`src/rtl/piso_pkg.sv`:
```
// Shared definitions for the parallel-in/serial-out transmitter.
package piso_pkg;

    // Transmitter FSM encoding.
    typedef enum logic [1:0] {
        StIdle  = 2'b00,
        StShift = 2'b01,
        StDone  = 2'b10
    } state_e;

    // Bit-counter width for a given word width; never narrower than one bit.
    function automatic int unsigned cnt_width(input int unsigned width);
        return (width <= 2) ? 1 : $clog2(width);
    endfunction

endpackage

```
`src/rtl/piso_shift_tx_if.sv`:
```
// Load handshake and serial-side signals of the transmitter.
interface piso_shift_tx_if #(
    parameter int unsigned WIDTH = 8
);
    logic             load_valid;
    logic             load_ready;
    logic [WIDTH-1:0] data_in;
    logic             shift_en;
    logic             serial_out;
    logic             serial_valid;
    logic             busy;
    logic             done;

    // Word source / serial sink side.
    modport master (
        output load_valid, data_in, shift_en,
        input  load_ready, serial_out, serial_valid, busy, done
    );

    // Transmitter side.
    modport slave (
        input  load_valid, data_in, shift_en,
        output load_ready, serial_out, serial_valid, busy, done
    );
endinterface

```
`src/rtl/shift_reg_en.sv`:
```
// WIDTH-bit shift register with parallel load and shift enable.
// head is the bit that leaves the register on the next shift.
module shift_reg_en #(
    parameter int unsigned WIDTH     = 8,
    parameter bit          MSB_FIRST = 1'b1
) (
    input  logic             clk,
    input  logic             reset,
    input  logic             load,
    input  logic             shift,
    input  logic [WIDTH-1:0] data,
    output logic             head
);
    logic [WIDTH-1:0] reg_q;

    // Load wins over shift; with neither asserted the register holds.
    always_ff @(posedge clk or negedge reset) begin
        if (!reset) begin
            reg_q <= '0;
        end else if (load) begin
            reg_q <= data;
        end else if (shift) begin
            reg_q <= MSB_FIRST ? {reg_q[WIDTH-2:0], 1'b0} : {1'b0, reg_q[WIDTH-1:1]};
        end
    end

    // Outgoing bit depends on the shift direction.
    always_comb begin
        head = MSB_FIRST ? reg_q[WIDTH-1] : reg_q[0];
    end

endmodule

```
`src/rtl/piso_shift_tx.sv`:
```
// Parallel-in/serial-out transmitter: accepts a word over valid/ready,
// shifts it out one bit per enabled clock, then pulses done.
module piso_shift_tx
    import piso_pkg::*;
#(
    parameter int unsigned WIDTH     = 8,
    parameter bit          MSB_FIRST = 1'b1
) (
    input  logic            clk,
    input  logic            reset,
    piso_shift_tx_if.slave  bus
);
    localparam int unsigned CntWidth = cnt_width(WIDTH);

    state_e                state_q, state_d;
    logic [CntWidth-1:0]   cnt_q, cnt_d;
    logic                  armed_q;
    logic                  load;
    logic                  shift;
    logic                  head;

    // Keeps load_ready low until the first edge after reset release.
    always_ff @(posedge clk or negedge reset) begin
        if (!reset) begin
            armed_q <= 1'b0;
        end else begin
            armed_q <= 1'b1;
        end
    end

    // FSM state and bit counter.
    always_ff @(posedge clk or negedge reset) begin
        if (!reset) begin
            state_q <= StIdle;
            cnt_q   <= '0;
        end else begin
            state_q <= state_d;
            cnt_q   <= cnt_d;
        end
    end

    // Next state, counter update and shift-register controls.
    always_comb begin
        state_d = state_q;
        cnt_d   = cnt_q;
        load    = 1'b0;
        shift   = 1'b0;
        unique case (state_q)
            StIdle: begin
                if (armed_q && bus.load_valid) begin
                    state_d = StShift;
                    cnt_d   = CntWidth'(WIDTH - 1);
                    load    = 1'b1;
                end
            end
            StShift: begin
                // shift_en low freezes register, counter and state.
                if (bus.shift_en) begin
                    if (cnt_q != '0) begin
                        shift = 1'b1;
                        cnt_d = cnt_q - CntWidth'(1);
                    end else begin
                        state_d = StDone;
                    end
                end
            end
            StDone: begin
                state_d = StIdle;
            end
            default: begin
                state_d = StIdle;
            end
        endcase
    end

    shift_reg_en #(
        .WIDTH     (WIDTH),
        .MSB_FIRST (MSB_FIRST)
    ) u_shift_reg (
        .clk   (clk),
        .reset (reset),
        .load  (load),
        .shift (shift),
        .data  (bus.data_in),
        .head  (head)
    );

    // Outputs decoded from registered state only.
    always_comb begin
        bus.load_ready   = (state_q == StIdle) && armed_q;
        bus.serial_valid = (state_q == StShift);
        bus.serial_out   = (state_q == StShift) && head;
        bus.busy         = (state_q == StShift) || (state_q == StDone);
        bus.done         = (state_q == StDone);
    end

    last_bit_exits: assert property (@(posedge clk) disable iff (!reset)
        (state_q == StShift && cnt_q == '0 && bus.shift_en) |=> (state_q == StDone));

    done_single_cycle: assert property (@(posedge clk) disable iff (!reset)
        (state_q == StDone) |=> (state_q == StIdle));

    stall_holds_count: assert property (@(posedge clk) disable iff (!reset)
        (state_q == StShift && !bus.shift_en) |=> (state_q == StShift && $stable(cnt_q)));

endmodule

```
`src/flat_wrapper.sv`:
```
// flat-port wrapper written by rule: the top's interface ports become plain ports
module piso_shift_tx_flat import piso_pkg::*;
#(
    parameter int unsigned WIDTH     = 8,
    parameter bit          MSB_FIRST = 1'b1
)
  (clk, reset, bus_load_valid, bus_data_in, bus_shift_en, bus_load_ready, bus_serial_out, bus_serial_valid, bus_busy, bus_done);
  piso_shift_tx_if #(.WIDTH(WIDTH)) bus_i ();
  input  logic clk;
  input  logic reset;
  input wire logic [$bits(bus_i.load_valid)-1:0] bus_load_valid;
  input wire logic [$bits(bus_i.data_in)-1:0] bus_data_in;
  input wire logic [$bits(bus_i.shift_en)-1:0] bus_shift_en;
  output wire logic [$bits(bus_i.load_ready)-1:0] bus_load_ready;
  output wire logic [$bits(bus_i.serial_out)-1:0] bus_serial_out;
  output wire logic [$bits(bus_i.serial_valid)-1:0] bus_serial_valid;
  output wire logic [$bits(bus_i.busy)-1:0] bus_busy;
  output wire logic [$bits(bus_i.done)-1:0] bus_done;
  assign bus_i.load_valid = bus_load_valid;
  assign bus_i.data_in = bus_data_in;
  assign bus_i.shift_en = bus_shift_en;
  assign bus_load_ready = bus_i.load_ready;
  assign bus_serial_out = bus_i.serial_out;
  assign bus_serial_valid = bus_i.serial_valid;
  assign bus_busy = bus_i.busy;
  assign bus_done = bus_i.done;
  piso_shift_tx #(.WIDTH(WIDTH), .MSB_FIRST(MSB_FIRST)) u_core (.clk(clk), .reset(reset), .bus(bus_i));
endmodule
```
`config.mk`:
```
export PLATFORM = sky130hd
export DESIGN_NAME = piso_shift_tx_flat
export DESIGN_NICKNAME = d
export VERILOG_FILES = /design/src/rtl/piso_pkg.sv /design/src/rtl/piso_shift_tx_if.sv /design/src/rtl/shift_reg_en.sv /design/src/rtl/piso_shift_tx.sv /design/src/flat_wrapper.sv
export SDC_FILE = /design/constraint.sdc
export NUM_CORES = 1
export LEC_CHECK = 0
export CAP_MARGIN = 20
export CORE_UTILIZATION = 55
export CTS_BUF_LIST = sky130_fd_sc_hd__clkbuf_4 sky130_fd_sc_hd__clkbuf_8
export DETAILED_ROUTE_END_ITERATION = 16
export DONT_BUFFER_PORTS = 1
export PLACE_DENSITY = 0.7
export SLEW_MARGIN = 20
export SYNTH_ARGS = -nofsm -noshare
export SYNTH_HDL_FRONTEND = slang
export SYNTH_SLANG_ARGS = --single-unit
```
`constraint.sdc`:
```
create_clock -name clk -period 1.8 [get_ports clk]
set_input_delay 0.54 -clock clk [delete_from_list [all_inputs] [get_ports clk]]
set_output_delay 0.54 -clock clk [all_outputs]
set_load 0.01 [all_outputs]
```
== Yosys cells after proc, flatten, opt, wreduce, memory -nomap -nowiden ==
Cells that the tools add are included.

* Add/sub/neg operators: 1
* Equal/unequal tests: 6
* Muxes and demuxes: 15
* Reductions and logical operators: 10

{| class="wikitable"
|+ Operators with widths
! kind !! count
|-
| 8-bit two-way mux || 2
|-
| 3-bit two-way mux || 3
|-
| 2-bit two-way mux || 3
|-
| 3-bit one-hot mux with 2 select lines || 1
|-
| 1-bit two-way mux || 5
|-
| 2-bit by 1-bit inequality test with 1-bit output, second input constant || 2
|-
| 2-bit inequality test, second input constant || 2
|-
| 2-bit one-hot mux with 2 select lines || 1
|-
| 4-bit AND reduction || 1
|-
| 2-bit nonzero test || 2
|-
| 1-bit logical AND || 3
|-
| 3-bit AND reduction || 1
|-
| 3-bit nonzero test || 1
|-
| 3-bit by 1-bit subtractor with 3-bit output, second input constant || 1
|-
| 2-bit by 1-bit == test with 1-bit output, second input constant || 1
|-
| 2-bit == test, second input constant || 1
|-
| 2-bit zero test || 1
|-
| 1-bit logical OR || 1
|}

* Register bits: 14
* Input bits: 12
* Output and inout port bits: 5
* Logic and storage cells: 36

== Longest topological paths before layout ==
Gate-level depths: netlist (run 1).

* Depth after elaboration: 6
* Mapped depth: 7
* Gate-level depth less buffers: 5

== Cells and area by module ==
Synthesis (run 1) repeated with hierarchy kept, for this count alone.

* Cell total of the unflattened synthesis: 76
* Area total of the unflattened synthesis: 812.0 µm²

{| class="wikitable"
|+ By module, submodules not included
! module !! times used !! cells an instance !! area each (µm²) !! sequential area each (µm²)
|-
| piso_shift_tx || 1 || 42 || 442.9 || 150.1
|-
| shift_reg_en || 1 || 34 || 369.1 || 200.2
|}

== Worst setup path before layout (run 1) ==
OpenSTA, ideal clock, no wires.

* Path kind: reg-to-output
* From: register u_core.state_q[1]
* To: output port bus_serial_out
* Data arrival time: 1041 ps
* Data required time: 1260 ps
* Path slack: 219 ps
* Cell stages (with the launch flop): 5
* Path buffers: 1
* Cells stage by stage: dfrtp_1 > inv_1 > ha_1 > buf_4 > and2_1

* Longest elaborated chain between the ends: 2

{| class="wikitable"
|+ Ends and longest elaborated chain
! what !! RTL line !! RTL
|-
| from (decl) || piso_shift_tx.sv:15 || <nowiki>state_e state_q, state_d;</nowiki>
|-
| from (signal assigned) || piso_shift_tx.sv:34 || <nowiki>state_q <= StIdle;</nowiki>
|-
| from (signal assigned) || piso_shift_tx.sv:37 || <nowiki>state_q <= state_d;</nowiki>
|-
| 2-bit by 1-bit == test with 1-bit output || -- ||
|-
| via bus_serial_valid || flat_wrapper.sv:16 || <nowiki>output wire logic [$bits(bus_i.serial_valid)-1:0] bus_serial_valid;</nowiki>
|-
| 1-bit logical AND || piso_shift_tx.sv:92 || <nowiki>bus.serial_out = (state_q == StShift) && head;</nowiki>
|-
| to (decl) || flat_wrapper.sv:15 || <nowiki>output wire logic [$bits(bus_i.serial_out)-1:0] bus_serial_out;</nowiki>
|}

The timed path passes the listed nets, and every way through them passes these cells.

== Worst setup path after layout (run 1) ==
* From: register u_core.state_q[1]
* To: output port bus_load_ready

* Longest elaborated chain between the ends: 2

{| class="wikitable"
|+ Ends and longest elaborated chain
! what !! RTL line !! RTL
|-
| 2-bit zero test || piso_shift_tx.sv:90 || <nowiki>bus.load_ready = (state_q == StIdle) && armed_q;</nowiki>
|-
| 1-bit logical AND || piso_shift_tx.sv:90 ||
|-
| to (decl) || flat_wrapper.sv:14 || <nowiki>output wire logic [$bits(bus_i.load_ready)-1:0] bus_load_ready;</nowiki>
|}

Every way passes these cells.

==> impl_metrics.env, run 1 <==
export IMPL_status="completed"
export IMPL_ant_nets=0
export IMPL_leakagePower_nw=0.4185
export IMPL_grt_max_degree=17
export IMPL_yosysWarningCount=0
export IMPL_grt_pass1_wl_um=2208
export IMPL_dr_pass1_iters=4
export IMPL_cp_top_family="flip-flops"
export IMPL_tightest_slew_ns=0.6329
export IMPL_wl_met3_um=59
export IMPL_critical_path_arrival_ns=1.25
export IMPL_path_max_fanout=5
export IMPL_critPathBufInv=1
export IMPL_max_stage_delay_ns=0.41
export IMPL_rows=13
export IMPL_gp_congestion=0.7165
export IMPL_min_path_type="in -> reg"
export IMPL_cts_tree="built"
export IMPL_fin_worst_skew_ns=0.007049
export IMPL_r2r_slack_ns=0.25
export IMPL_die_w_um=41.39
export IMPL_slowest_stage="dfrtp_1"
export IMPL_synth_area_leaders="dfrtp_1 41%, ha_1 8.8%, nand3_1 5.3%"
export IMPL_ys_ff_latch=14
export IMPL_max_clock_path_buffers=2
export IMPL_drtIter0Drc=13
export IMPL_wl_met1_um=728
export IMPL_io_pins=17
export IMPL_clk_pin_slew_ns=0.09
export IMPL_synth_cells=89
export IMPL_grt_use_total_pct=21.10
export IMPL_areaGrowthSynthToFinish_pct=8.944
export IMPL_route_vias_total=661
export IMPL_cts_sinks=14
export IMPL_via_per_inst=6.120
export IMPL_fin_nets=112
export IMPL_drcViolationCount=0
export IMPL_die_area_um2=1713
export IMPL_crit_chain="inv_1 > ha_2 > and2_1"
export IMPL_crit_path_end_kind="output port"
export IMPL_slew_headroom_pct=57.67
export IMPL_drive_gt1_share_pct=21.51
export IMPL_cap_violations=0
export IMPL_gr_total_overflow=0
export IMPL_initial_core_util_pct=62.45
export IMPL_post_dp_hpwl_um=1111
export IMPL_io_buffers=0
export IMPL_maxUsedRoutingLayer="met4"
export IMPL_rsz0062_at_grt="true"
export IMPL_synth_fp_nets=107
export IMPL_layout_common_cells="14 x dfrtp_1, 9 x nand3_1, 8 x nor2_1"
export IMPL_required_ns=1.26
export IMPL_finalHoldViolCount=0
export IMPL_clk_latency_ns=0.28
export IMPL_place_inst=102
export IMPL_synth_top_cell_by_area="dfrtp_1"
export IMPL_antenna_found_initial=0
export IMPL_stdcell_count=108
export IMPL_wl_per_cell_um=14.57
export IMPL_grt_pass1_vias=510
export IMPL_clock_root_buffer="clkbuf_4"
export IMPL_numCtsBuffers=3
export IMPL_post_route_min_period_ns=1.787
export IMPL_slew_viol_final=0
export IMPL_hold_worst_slack_ns=0.3890
export IMPL_synth_top_area_share_pct=41.06
export IMPL_finalSetupViolCount=0
export IMPL_syn_area_per_cell_um2=9.588
export IMPL_cts_htree_levels=1
export IMPL_synth_distinct_cells=30
export IMPL_crit_path_start_kind="flip-flop"
export IMPL_core_um2=1366
export IMPL_fin_crit_sh_pct=99.29
export IMPL_die_h_um=41.39
export IMPL_final_common_cell="dfrtp_1"
export IMPL_vdd_drop_max_mv=1.091
export IMPL_antenna_cells=0
export IMPL_seq_area_frac_synth_pct=41.06
export IMPL_mappedNetlistArea_um2=853.3
export IMPL_power_density_nw_per_um2=1577
export IMPL_routed_wirelength_um=1574
export IMPL_crit_type="reg -> out"
export IMPL_fmax_mhz=559.6
export IMPL_wl_met2_um=746
==> sequential cells by signal (all words and copies together), names as in the netlist <==
| register | count |
|---|---|
| u_core.armed_q | 1 |
| u_core.cnt_q | 3 |
| u_core.state_q | 2 |
| u_core.u_shift_reg.reg_q | 8 |
==> metal layers <==
metal | vias up | track usage [%]
li1 | 322 | -
met1 | 319 | 27.42
met2 | 16 | 30.86
met3 | 4 | 4.787
met4 | 0 | 14.52
met5 | - | 0
==> cell type report <==
class / instances / area (um^2)
clock buffers: 4 / 36.28
fillers: 110 / 436.7
inverters: 6 / 22.52
multi-input cells: 64 / 461.7
flip-flops and latches: 14 / 350.3
well taps: 15 / 18.77
repair buffers: 5 / 40.04
==> worst paths after layout <==
path,start,endpoint,depth (start not counted)
setup reg to reg,u_core.state_q[1],u_core.cnt_q[2],5
max in group asynchronous,reset,u_core.u_shift_reg.reg_q[3],1
hold reg to reg,u_core.state_q[1],u_core.state_q[1],1
hold / removal,bus_data_in[0],u_core.u_shift_reg.reg_q[0],2
setup / recovery,u_core.state_q[1],bus_load_ready,3
min in group asynchronous,reset,u_core.cnt_q[2],1
==> cells in the mapped netlist (all sizes together) <==
cell type / count
nand3b: 1
o211ai: 1
a21boi: 1
o21ai: 8
a21oi: 3
o22a: 1
dfrtp: 14
a31oi: 7
and2: 4
nand2: 1
inv: 6
nor2b: 1
buf: 5
o31ai: 1
mux2: 2
nor2: 8
and3: 4
a22o: 1
ha: 6
conb: 1
nand3: 9
a21bo: 1
a211oi: 2
nand2b: 1
==> report_power, final <==
| group | internal (W) | switching [W] |
|---|---|---|
| Clock | 0.000123 | 0.000108 |
| Sequential | 0.000448 | 0.0000791 |
| Combinational | 0.000365 | 0.000342 |
==> timing repair <==
item	CTS	global route
buffers inserted	0	1
hold endpoints to repair	14	0
pin swaps	0	0
setup endpoints to repair	2	2
hold buffers	1	0
gates resized for setup	3	1
cloned	0	0
==> through the flow <==
step | cell area, um^2 | total power (W) | setup TNS [ns] | util [%] | setup WS [ns]
final | 929.6 | 0.001466 | 0 | 68.04 | 0.01287
after detailed placement | 858.3 | 0.001177 | 0 | 62.82 | 0.1503
after global routing | 929.6 | 0.001578 | -0.02668 | 68.04 | -0.02668
after floorplan | 853.3 | 0.001072 | 0 | - | 0.2185
after global placement | 858.3 | 0.001159 | 0 | 62.82 | 0.1782
after CTS | 919.6 | 0.001444 | 0 | 67.31 | 0.01997
==> cells by family (layout without fill, tap and decap cells) <==
group	after synthesis	count (layout)	share of synthesized area [%]
DFF	14	14	41.06
other	1	1	0.4395
and+or+nand+nor	29	29	18.92
buffers and inverters	11	15	6.891
adders and majority gates	6	6	8.797
muxes	2	2	3.079
AOI/OAI and AO/OA	26	26	20.82
Power figures use the tool's default switching activity.
==> run 2, diff against run 1 <==
CORE_MARGIN = 2   (was default)
SLEW_MARGIN = default   (was 20)
==> impl_metrics.env, run 2 (synthesized netlist as in run 1, its figures left out) <==
export IMPL_regMostFlops="u_core.u_shift_reg.reg_q"
export IMPL_status="completed"
export IMPL_cts_sinks=14
export IMPL_min_path_type="in -> reg"
export IMPL_ant_nets=0
export IMPL_startpoint="u_core.state_q[0]"
export IMPL_grt_use_total_pct=19.70
export IMPL_initial_core_util_pct=57.99
export IMPL_slew_headroom_pct=56.05
export IMPL_switching_share_pct=36.95
export IMPL_comb_power_share_pct=50.4
export IMPL_slew_viol_final=0
export IMPL_multi_input_area_um2=459.2
export IMPL_min_from="bus_data_in[0]"
export IMPL_die_area_um2=1883
export IMPL_max_clock_path_buffers=2
export IMPL_crit_type="reg -> out"
export IMPL_largest_register_ffs=8
export IMPL_dr_pass1_iters=5
export IMPL_r2r_slack_ns=0.28
export IMPL_via_per_inst=5.991
export IMPL_crit_path_start_kind="flip-flop"
export IMPL_core_um2=1471
export IMPL_vdd_drop_max_mv=0.7901
export IMPL_cts_htree_levels=1
export IMPL_critical_path_arrival_ns=1.19
export IMPL_reg2reg_from="u_core.cnt_q[0]"
export IMPL_io_pins=17
export IMPL_leakagePower_nw=0.4147
export IMPL_fin_crit_sh_pct=96.35
export IMPL_regArea_um2=350.3
export IMPL_cap_violations=0
export IMPL_gr_total_overflow=0
export IMPL_crit_path_end_kind="output port"
export IMPL_wl_per_cell_um=14.59
export IMPL_setup_tns_ns=0
export IMPL_fmax_mhz=576.6
export IMPL_power_clock_fraction_pct=12.4
export IMPL_rr_endpoint="u_core.cnt_q[1]"
export IMPL_hold_path_endpoint="u_core.u_shift_reg.reg_q[0]"
export IMPL_io_buffers=0
export IMPL_clock_root_buffer="clkbuf_4"
export IMPL_clk_latency_ns=0.28
export IMPL_drcViolationCount=0
export IMPL_clk_pin_slew_ns=0.08
export IMPL_fillers=131
export IMPL_cts_tree="built"
export IMPL_tightest_slew_ns=0.6571
export IMPL_reg2regPathDepth=5
export IMPL_final_common_cell="dfrtp_1"
export IMPL_seqPwrFrac_pct=37.3
export IMPL_route_vias_total=653
export IMPL_areaGrowthSynthToFinish_pct=8.065
export IMPL_p_int_w=0.0008923
export IMPL_antenna_found_initial=0
export IMPL_layout_common_cells="14 x dfrtp_1, 9 x nand3_1, 8 x nor2_1"
export IMPL_grt_max_degree=17
export IMPL_fin_worst_skew_ns=0.004221
export IMPL_grt_pass1_wl_um=2697
export IMPL_fin_nets=113
export IMPL_die_w_um=43.39
export IMPL_power_density_nw_per_um2=1535
export IMPL_post_dp_hpwl_um=1172
export IMPL_routed_wirelength_um=1590
export IMPL_max_stage_delay_ns=0.40
export IMPL_path_max_fanout=5
export IMPL_die_h_um=43.39
export IMPL_slowest_stage="dfrtp_1"
export IMPL_utilization_pct=62.67
export IMPL_grt_pass1_vias=633
export IMPL_rows=14
export IMPL_crit_chain="inv_1 > ha_2 > and2_1"
export IMPL_rsz0062_at_grt="false"
export IMPL_finalSetupViolCount=0
export IMPL_drive_gt1_share_pct=21.51
export IMPL_numCtsBuffers=3
export IMPL_drtIter0Drc=18
export IMPL_post_route_min_period_ns=1.734
export IMPL_antenna_cells=0
export IMPL_gp_congestion=0.7865
export IMPL_finalHoldViolCount=0
export IMPL_holdPathStages=2
export IMPL_reg_largest_list="u_core.u_shift_reg.reg_q: 8 flops, u_core.cnt_q: 3 flops, u_core.state_q: 2 flops"
export IMPL_required_ns=1.26
export IMPL_p_switching_w=0.0005229
[run 2: layout make-up]
class	instances	area share, %
Tap cell	16	2.171
Multi-Input combinational cell	64	49.80
Inverter	6	2.442
Clock buffer	3	2.442
Timing Repair Buffer	6	5.156
Sequential cell	14	37.99
[run 2: metrics by stage]
| stage | hold slack, ns | area, um^2 | setup slack [ns] | instances | total power, W |
|---|---|---|---|---|---|
| floorplan | 0.2444 | 853.3 | 0.2185 | 89 | 0.001072 |
| global placement | 0.2447 | 867.1 | 0.2400 | 104 | 0.001178 |
| detailed placement | 0.2447 | 867.1 | 0.1812 | 104 | 0.001194 |
| CTS | 0.3929 | 902.1 | 0.0006598 | 108 | 0.001380 |
| global route | 0.4001 | 922.1 | 0.01010 | 109 | 0.001529 |
| finish | 0.3880 | 922.1 | 0.06564 | 109 | 0.001415 |
[run 2: power groups by stage]
stage	Clock (W)	Sequential, W	Combinational (W)
final	0.000175	0.000527	0.000713
after global routing	0.000191	0.000545	0.000793
after CTS	0.000176	0.000526	0.000677
after detailed placement	0	0.000533	0.000661
after global placement	0	0.000532	0.000646
after floorplan	0	0.000507	0.000565
[run 2: worst max-delay path by stage]
stage,end,slack [ns],depth (start not counted)
2_1_floorplan,bus_serial_out,0.22,4
3_3_place_gp,u_core.cnt_q[2],0.24,5
3_5_place_dp,u_core.cnt_q[2],0.18,5
4_1_cts,bus_serial_out,0.0007,3
5_1_grt,bus_load_ready,0.01,3
6_report,bus_load_ready,0.07,3
[run 2: routing by layer]
| metal | vias to the layer above | GRT usage [%] | part of all wire [%] |
|---|---|---|---|
| met5 | - | 0 | 0 |
| met4 | 0 | 10.91 | 2.5 |
| met3 | 5 | 4.583 | 6.3 |
| met2 | 31 | 30.15 | 43 |
| met1 | 295 | 25.81 | 48 |
| li1 | 322 | - | - |
[run 2: what timing repair did]
item	CTS	global route
hold endpoints to repair	14	0
buffers inserted	0	1
setup endpoints to repair	2	3
resized for setup	1	3
gates cloned	0	0
hold buffers	1	0
[run 2: critical path: cells and delay by family (launching register included)]
family	cells	cell delay, ns
buf+inv	1	0.12
flops	1	0.40
fa+ha+maj	1	0.22
simple gates	1	0.18
